$ cat src/rtl/spi_ctrl_pkg.sv
// spi_ctrl_pkg: shared state type, command-format constants and address helper for the SPI register controller.
package spi_ctrl_pkg;

    localparam int CMD_RD_BIT = 7;
    localparam int ADDR_W = 7;
    localparam logic [7:0] OOR_RDATA = 8'h00;

    typedef enum logic [2:0] {
        ST_IDLE,
        ST_CMD,
        ST_RD_FETCH,
        ST_RD_LOAD,
        ST_RD_SHIFT,
        ST_WR_DATA,
        ST_DRAIN
    } state_t;

    function automatic logic [ADDR_W-1:0] next_addr(input logic [ADDR_W-1:0] a, input int n);
        return (int'(a) == n - 1) ? '0 : a + 1'b1;
    endfunction

endpackage

$ cat src/rtl/spi_slave_reg_ctrl.sv
// spi_slave_reg_ctrl: decodes SPI command bytes into register-bus reads/writes and feeds read data back to the slave.
// Define SPI_REG_AUTO_INC_EN for burst frames with a wrapping address auto-increment after every data byte.
module spi_slave_reg_ctrl
    import spi_ctrl_pkg::*;
#(
    parameter int NUM_REGS = 16
) (
    input  logic              clk,
    input  logic              reset,
    input  logic              cs,
    input  logic [7:0]        si_data,
    input  logic              si_done,
    output logic [7:0]        so_data,
    output logic              so_start,
    input  logic              so_ready,
    output logic [ADDR_W-1:0] reg_addr,
    output logic [7:0]        reg_wdata,
    output logic              reg_we,
    output logic              reg_re,
    input  logic [7:0]        reg_rdata,
    output logic              addr_err,
    output logic              busy
);

    state_t            r_state, w_state_nx;
    logic [ADDR_W-1:0] r_addr, w_addr_nx;
    logic [ADDR_W-1:0] r_reg_addr, w_reg_addr_nx;
    logic [7:0]        r_wdata, w_wdata_nx;
    logic [7:0]        r_so_data, w_so_data_nx;
    logic [7:0]        r_buf, w_buf_nx;
    logic [7:0]        w_rdata;
    logic              r_we, w_we_nx;
    logic              r_re, w_re_nx;
    logic              r_err, w_err_nx;
    logic              r_start, w_start_nx;
    logic              r_first, w_first_nx;
    logic              w_fetch;

    function automatic logic in_rng(input logic [ADDR_W-1:0] a);
        return {1'b0, a} < 8'(NUM_REGS);
    endfunction

    always_comb begin
        w_state_nx    = r_state;
        w_addr_nx     = r_addr;
        w_reg_addr_nx = r_reg_addr;
        w_wdata_nx    = r_wdata;
        w_so_data_nx  = r_so_data;
        w_buf_nx      = r_buf;
        w_we_nx       = 1'b0;
        w_re_nx       = 1'b0;
        w_err_nx      = 1'b0;
        w_start_nx    = 1'b0;
        w_first_nx    = 1'b0;
        w_fetch       = 1'b0;
        // reg_rdata is only valid on the first RD_LOAD cycle; later cycles use the held copy
        w_rdata       = !in_rng(r_addr) ? OOR_RDATA : (r_first ? reg_rdata : r_buf);
        case (r_state)
            ST_IDLE: w_state_nx = cs ? ST_IDLE : ST_CMD;
            ST_CMD: begin
                if (si_done) begin
                    w_addr_nx  = si_data[ADDR_W-1:0];
                    w_fetch    = si_data[CMD_RD_BIT];
                    w_state_nx = si_data[CMD_RD_BIT] ? ST_RD_FETCH : ST_WR_DATA;
                end
            end
            ST_RD_FETCH: begin
                w_state_nx = ST_RD_LOAD;
                w_first_nx = 1'b1;
            end
            ST_RD_LOAD: begin
                w_buf_nx = w_rdata;
                if (so_ready && !cs) begin
                    w_so_data_nx = w_rdata;
                    w_start_nx   = 1'b1;
                    w_state_nx   = ST_RD_SHIFT;
                end
            end
            ST_RD_SHIFT: begin
                if (si_done) begin
`ifdef SPI_REG_AUTO_INC_EN
                    w_addr_nx  = next_addr(r_addr, NUM_REGS);
                    w_fetch    = 1'b1;
                    w_state_nx = ST_RD_FETCH;
`else
                    w_state_nx = ST_DRAIN;
`endif
                end
            end
            ST_WR_DATA: begin
                if (si_done) begin
                    w_we_nx       = in_rng(r_addr);
                    w_err_nx      = !in_rng(r_addr);
                    w_reg_addr_nx = in_rng(r_addr) ? r_addr : r_reg_addr;
                    w_wdata_nx    = in_rng(r_addr) ? si_data : r_wdata;
`ifdef SPI_REG_AUTO_INC_EN
                    w_addr_nx     = next_addr(r_addr, NUM_REGS);
`else
                    w_state_nx    = ST_DRAIN;
`endif
                end
            end
            ST_DRAIN: w_state_nx = ST_DRAIN;
            default:  w_state_nx = ST_IDLE;
        endcase
        // read strobe and range error issue together with entry into RD_FETCH
        if (w_fetch && !cs) begin
            w_reg_addr_nx = in_rng(w_addr_nx) ? w_addr_nx : r_reg_addr;
            w_re_nx       = in_rng(w_addr_nx);
            w_err_nx      = !in_rng(w_addr_nx);
        end
        if (cs) w_state_nx = ST_IDLE;
    end

    always_ff @(posedge clk) begin
        if (reset) begin
            r_state    <= ST_IDLE;
            r_addr     <= '0;
            r_reg_addr <= '0;
            r_wdata    <= '0;
            r_so_data  <= '0;
            r_buf      <= '0;
            r_we       <= 1'b0;
            r_re       <= 1'b0;
            r_err      <= 1'b0;
            r_start    <= 1'b0;
            r_first    <= 1'b0;
        end else begin
            r_state    <= w_state_nx;
            r_addr     <= w_addr_nx;
            r_reg_addr <= w_reg_addr_nx;
            r_wdata    <= w_wdata_nx;
            r_so_data  <= w_so_data_nx;
            r_buf      <= w_buf_nx;
            r_we       <= w_we_nx;
            r_re       <= w_re_nx;
            r_err      <= w_err_nx;
            r_start    <= w_start_nx;
            r_first    <= w_first_nx;
        end
    end

    assign so_data   = r_so_data;
    assign so_start  = r_start;
    assign reg_addr  = r_reg_addr;
    assign reg_wdata = r_wdata;
    assign reg_we    = r_we;
    assign reg_re    = r_re;
    assign addr_err  = r_err;
    assign busy      = r_state != ST_IDLE;

endmodule
$ cat config.mk
export PLATFORM = sky130hd
export DESIGN_NAME = spi_slave_reg_ctrl
export DESIGN_NICKNAME = d
export VERILOG_FILES = /design/src/rtl/spi_ctrl_pkg.sv /design/src/rtl/spi_slave_reg_ctrl.sv
export SDC_FILE = /design/constraint.sdc
export NUM_CORES = 1
export LEC_CHECK = 0
export CAP_MARGIN = 20
export CORE_UTILIZATION = 48
export CTS_CLUSTER_DIAMETER = 100
export DETAILED_ROUTE_END_ITERATION = 16
export GPL_TIMING_DRIVEN = 0
export PLACE_DENSITY = 0.87
export SLEW_MARGIN = 30
export SYNTH_ARGS = -nofsm -noshare
export SYNTH_HDL_FRONTEND = slang
export SYNTH_SLANG_ARGS = --single-unit
$ cat constraint.sdc
create_clock -name clk -period 2 [get_ports clk]
set_clock_uncertainty 0.1 [all_clocks]
set_input_delay 0.3 -clock clk [delete_from_list [all_inputs] [get_ports clk]]
set_output_delay 0.3 -clock clk [all_outputs]
set_load 0.01 [all_outputs]
After elaboration in Yosys (flattened, before gate mapping)
Index checks and enable logic that the tools add are counted.
{"block": "op_classes", "n_reduce_logical": 19, "n_mux": 21, "eq_ne": 10, "bitwise": 4, "n_lt_le_gt_ge": 2}
{"op": "2-to-1 mux 7 bit", "count": 7}
{"op": "case mux 3 bit (6 select lines)", "count": 1}
{"op": "2-to-1 mux 8 bit", "count": 2}
{"op": "< comparator 7 x 5 -> 1 bit, second input constant", "count": 2}
{"op": "2-to-1 mux 3 bit", "count": 4}
{"op": "== test 3 bit, second input constant", "count": 3}
{"op": "OR reduction 2 bit", "count": 4}
{"op": "2-to-1 mux 1 bit", "count": 7}
{"op": "== test 3 x 2 -> 1 bit, second input constant", "count": 2}
{"op": "AND reduction 3 bit", "count": 2}
{"op": "nonzero test 2 bit", "count": 3}
{"op": "inequality test 2 x 1 -> 1 bit, second input constant", "count": 2}
{"op": "inequality test 2 bit, second input constant", "count": 2}
{"op": "NOT 1 bit", "count": 4}
{"op": "AND reduction 4 bit", "count": 1}
{"op": "== test 3 x 1 -> 1 bit, second input constant", "count": 1}
{"op": "logical NOT 1 bit", "count": 3}
{"op": "logical NOT 3 bit", "count": 1}
{"op": "nonzero test 3 bit", "count": 1}
{"op": "OR reduction 3 bit", "count": 1}
{"op": "logical AND 1 bit", "count": 2}
{"op": "AND reduction 2 bit", "count": 1}
{"block": "totals", "out_inout_bits": 28, "inputBits": 21, "reg_bits": 46, "wordCells": 67}

Longest topological paths before layout
Gate-level depths: netlist (run 1).
{"block": "depth", "ltp_word": 5, "ltp_mapped": 7, "depth_no_buf": 4}

Worst setup path after synthesis (run 1)
No wires, ideal clock.
{"block": "synth_path", "kind": "register to register", "start": "register r_state[2]", "end": "register r_reg_addr[0] (netlist: reg_addr[0])", "setup_ns": 0.137, "path_stages_with_launch": 6, "path_buffers": 1, "t_required_ns": 1.763, "synth_period_minus_slack_ns": 1.476, "slack_ns": 0.524, "arrival_time_ns": 1.239, "path_cell_list": "dfxtp_1 nand4bb_1 buf_4 nor3b_4 mux2i_1 a211oi_2"}
{"block": "synth_via", "elab_chain_len": 5, "word_cells_on_any_way": 13, "classes_between": "order compare: 1; eq/ne: 3; mux: 4; reduce/logical: 5"}
{"element": "start: declaration", "line": "spi_slave_reg_ctrl.sv:25", "rtl": "state_t r_state, w_state_nx;"}
{"element": "start signal: assignment", "line": "spi_slave_reg_ctrl.sv:129", "rtl": "r_state <= w_state_nx;"}
{"element": "== test 3 x 1 -> 1 bit", "line": "spi_slave_reg_ctrl.sv:58", "rtl": "case (r_state)"}
{"element": "2-to-1 mux 7 bit / 2-to-1 mux 1 bit (equally long branches)", "line": "spi_slave_reg_ctrl.sv:58"}
{"element": "< comparator 7 x 5 -> 1 bit / logical AND 1 bit (equally long branches)", "line": "spi_slave_reg_ctrl.sv:40, spi_slave_reg_ctrl.sv:107"}
{"element": "inequality test 2 x 1 -> 1 bit (no source line) / nonzero test 2 bit (equally long branches)"}
{"element": "AND reduction 4 bit (no source line)"}
{"element": "end signal: assignment", "line": "spi_slave_reg_ctrl.sv:131", "rtl": "r_reg_addr <= w_reg_addr_nx;"}
{"element": "end: declaration", "line": "spi_slave_reg_ctrl.sv:27", "rtl": "logic [ADDR_W-1:0] r_reg_addr, w_reg_addr_nx;"}
Parallel ways exist; a longest one is shown, timed or not. The select of a mux whose other input is x is not followed.
A chain may end at the register's enable or synchronous reset.

Worst setup path in the final report (run 1)
{"block": "layout_path", "start": "register r_state[2]", "end": "output busy"}
{"block": "layout_via", "elab_chain_len": 1}
{"element": "nonzero test 3 bit", "line": "spi_slave_reg_ctrl.sv:150", "rtl": "assign busy = r_state != ST_IDLE;"}
{"element": "end: declaration", "line": "spi_slave_reg_ctrl.sv:22", "rtl": "output logic busy"}
Every way passes these cells.

==> results of run 1 <==
==> sequential cells by signal (all words and copies together), names as in the netlist, 3 cells and up <==
register   cells
r_addr         7
r_buf          8
r_state        3
reg_addr       7
reg_wdata      8
so_data        8
==> metal layers <==
layer | share of wire [%] | wire length (um) | global-route usage [%]
met5 | 0 | 0 | 0
met4 | 0.89 | 38 | 5.71
met3 | 4.4 | 189 | 5.90
met2 | 50 | 2140 | 41.0
met1 | 45 | 1920 | 26.1
==> worst max-delay path by stage <==
stage | startpoint | end | slack [ps]
after global placement | si_done | reg_addr[1] | -120
after detailed placement | si_done | reg_addr[1] | -170
after CTS | r_state[2] | busy | 110
after global routing | r_state[2] | busy | 50
after floorplan | r_state[2] | reg_addr[0] | 520
final | r_state[2] | busy | 130
==> power groups by stage <==
| stage | registers (uW) | logic [uW] | clock network (uW) |
|---|---|---|---|
| after floorplan | 949 | 73.1 | 0 |
| after global placement | 949 | 143 | 0 |
| after detailed placement | 950 | 145 | 0 |
| after CTS | 928 | 144 | 708 |
| after global routing | 929 | 159 | 757 |
| final | 928 | 145 | 701 |
==> through the flow <==
step	total power [uW]	utilization (%)	std cells	hold slack [ps]
after floorplan	1020	-	209	278
after global placement	1090	65.3	304	341
after detailed placement	1100	65.3	304	349
after CTS	1780	68.2	311	312
after global routing	1840	68.2	311	361
final	1770	68.2	311	318
==> cell families (layout without fill, tap and decap cells) <==
logic type             count (synthesis)  count (layout)  share of synthesized area, %
and+or+nand+nor                       83              83                          22.0
DFF                                   46              46                          47.7
AOI/OAI and AO/OA                     33              33                          11.3
muxes                                 28              28                          14.5
buffers and inverters                 19              73                          4.60
==> cell type report <==
class                   count  area (um2)  area share [%]
well taps                  48        60.1            2.33
clock inverters             1        30.0            1.17
repair buffers             47         469            18.2
multi-input cells         144         922            35.8
flip-flops and latches     46         921            35.8
inverters                   2        7.51           0.292
clock buffers               6        82.6            3.21
plain buffers              17        81.3            3.16
==> placed cells by master, fill, tap and decap left out, types with 6 or more instances in the layout <==
master            n
dfxtp_1          46
clkdlybuf4s50_1  46
nor3b_1           6
a21oi_1          21
nor2_1           34
clkbuf_8          6
mux2i_1          28
buf_2             7
nand2_1          15
nor3_1           12
clkbuf_1          6
==> critical path: cells and delay by family (launching register included) <==
family	cells	cell delay (ps)
and+or+nand+nor	1	370
DFF	1	340
buffers and inverters	2	470
==> run metrics, run 1 <==
Internal Dissipation roughly 1400 uW; top_reg_cell synth dfxtp_1; pre-CTS setup slack -175 ps; min Tclk post-route around 1900 ps; Setup CP Type register to output pin; via/cell ratio around 5.3; critical-path cell list buf_2 -> or3_1 -> dlygate4sd2_1; first-pass GRT wire length 7360 um; proportion of layout cells with a drive suffix above 1 approximately 9.1%; num rows 22; EDFF count, synth 0; n_diodes 0; hpwl dp approximately 3200 um; DRC viols 0; Reg-to-Reg End reg_addr[1]; number of global-route vias before repair 1663; CTS H-tree lvls 2; Post-Synthesis Cells between 200 and 250; VDD IR-drop max approximately 440 uV; gr usage total 22.6%; PortBufs 47; Seq/Total Area, Yosys 47.7%; Clk pin slew, worst setup/hold paths 80 ps; clock latency on the worst-skew pair roughly 290 ps; Top Ports just under 50; postcts setup bufs 0; final instance area between 2000 and 3000 um2; CTS root buffer clkbuf_8; switching power roughly 380 uW; sw frac between 20% and 30%; Routed Antenna Nets 0; part of the cycle the worst path needs between 90% and 100%; Comb pwr share just over 8%; drt initial violations a little over 70; Synthesized Nets 230; post-synth top area cell dfxtp_1; area of the core between 3000 and 4000 um2; top cells by count, synth dfxtp_1 (46), nor2_1 (34), mux2i_1 (28), a21oi_1 (21), nand2_1 (15); Worst Hold Path Cells 2; PD cells ~690 nW/um2; final global-route overflow total 0; Syn Area/Cell 9.24 um2; Fillers about 330; Num CTS Buffers 5; drt wl/cell around 14 um; most instantiated library cell after synthesis dfxtp_1; Clock Tree Buf Depth 2; clk sinks 46; Seq pwr share a little over half; HP Class input port to register; CTS tree built; Clk pwr share 39.5%; Warnings, synthesis 0; CP max stage cell or3_1; Synth Cell Area about 1900 um2; via count 1659; drt pass-1 iters 4; Final WS setup ~130 ps; RePlAce Congestion around 0.84; Slew @ Worst Pin 699 ps; RSZ-0062 raised after global routing no; Fin. Hold Viols 0; initial core utilization 51.2%; Finish-stage setup viols 0; CP endpoint kind output pin; ys async rst share 0%; area of the die ~4300 um2; post-synth top area share a little under half; Die Wd 65.4 um; Max-Cap Viols 0; Arr. time, crit path about 1500 ps; HP Start reset; Rel. slew slack between 50% and 60%; startpoint types register; Netlist cell types 32; top cells by area, synth dfxtp_1 (48%), mux2i_1 (15%), nor2_1 (6.6%), a21oi_1 (5.4%), nor3_1 (3.1%); leak pwr 0.000953 uW; reg2reg path depth 5; CP max stage delay 370 ps; setup TNS 0 ps; Pins Over Slew Limit 0; P&R area growth vs syn 33.2%; crit path max fanout 10; #FFs+latches synth 46; hold-fix buffers at CTS 0; fmax roughly 530 MHz; initial antenna violation count 0; Final nets around 280; Die Height 65.4 um; drt total wl between 4000 and 5000 um; Placed Instance Area between 2000 and 2500 um2; Critical Path RT 1600 ps; R2R Setup Slk 290 ps; reg2reg start r_state[2]; Post-CTS Resized 1; largest net degree at the start of global routing 14; sink of the worst hold path so_start; status finished clean
No activity file was read; power rests on OpenSTA's default activity.
==> run 2: changes to the inputs <==
- TNS_END_PERCENT: default -> 10
==> results of run 2 <==
The final DEF is identical to that of run 1; final timing and power are the same.
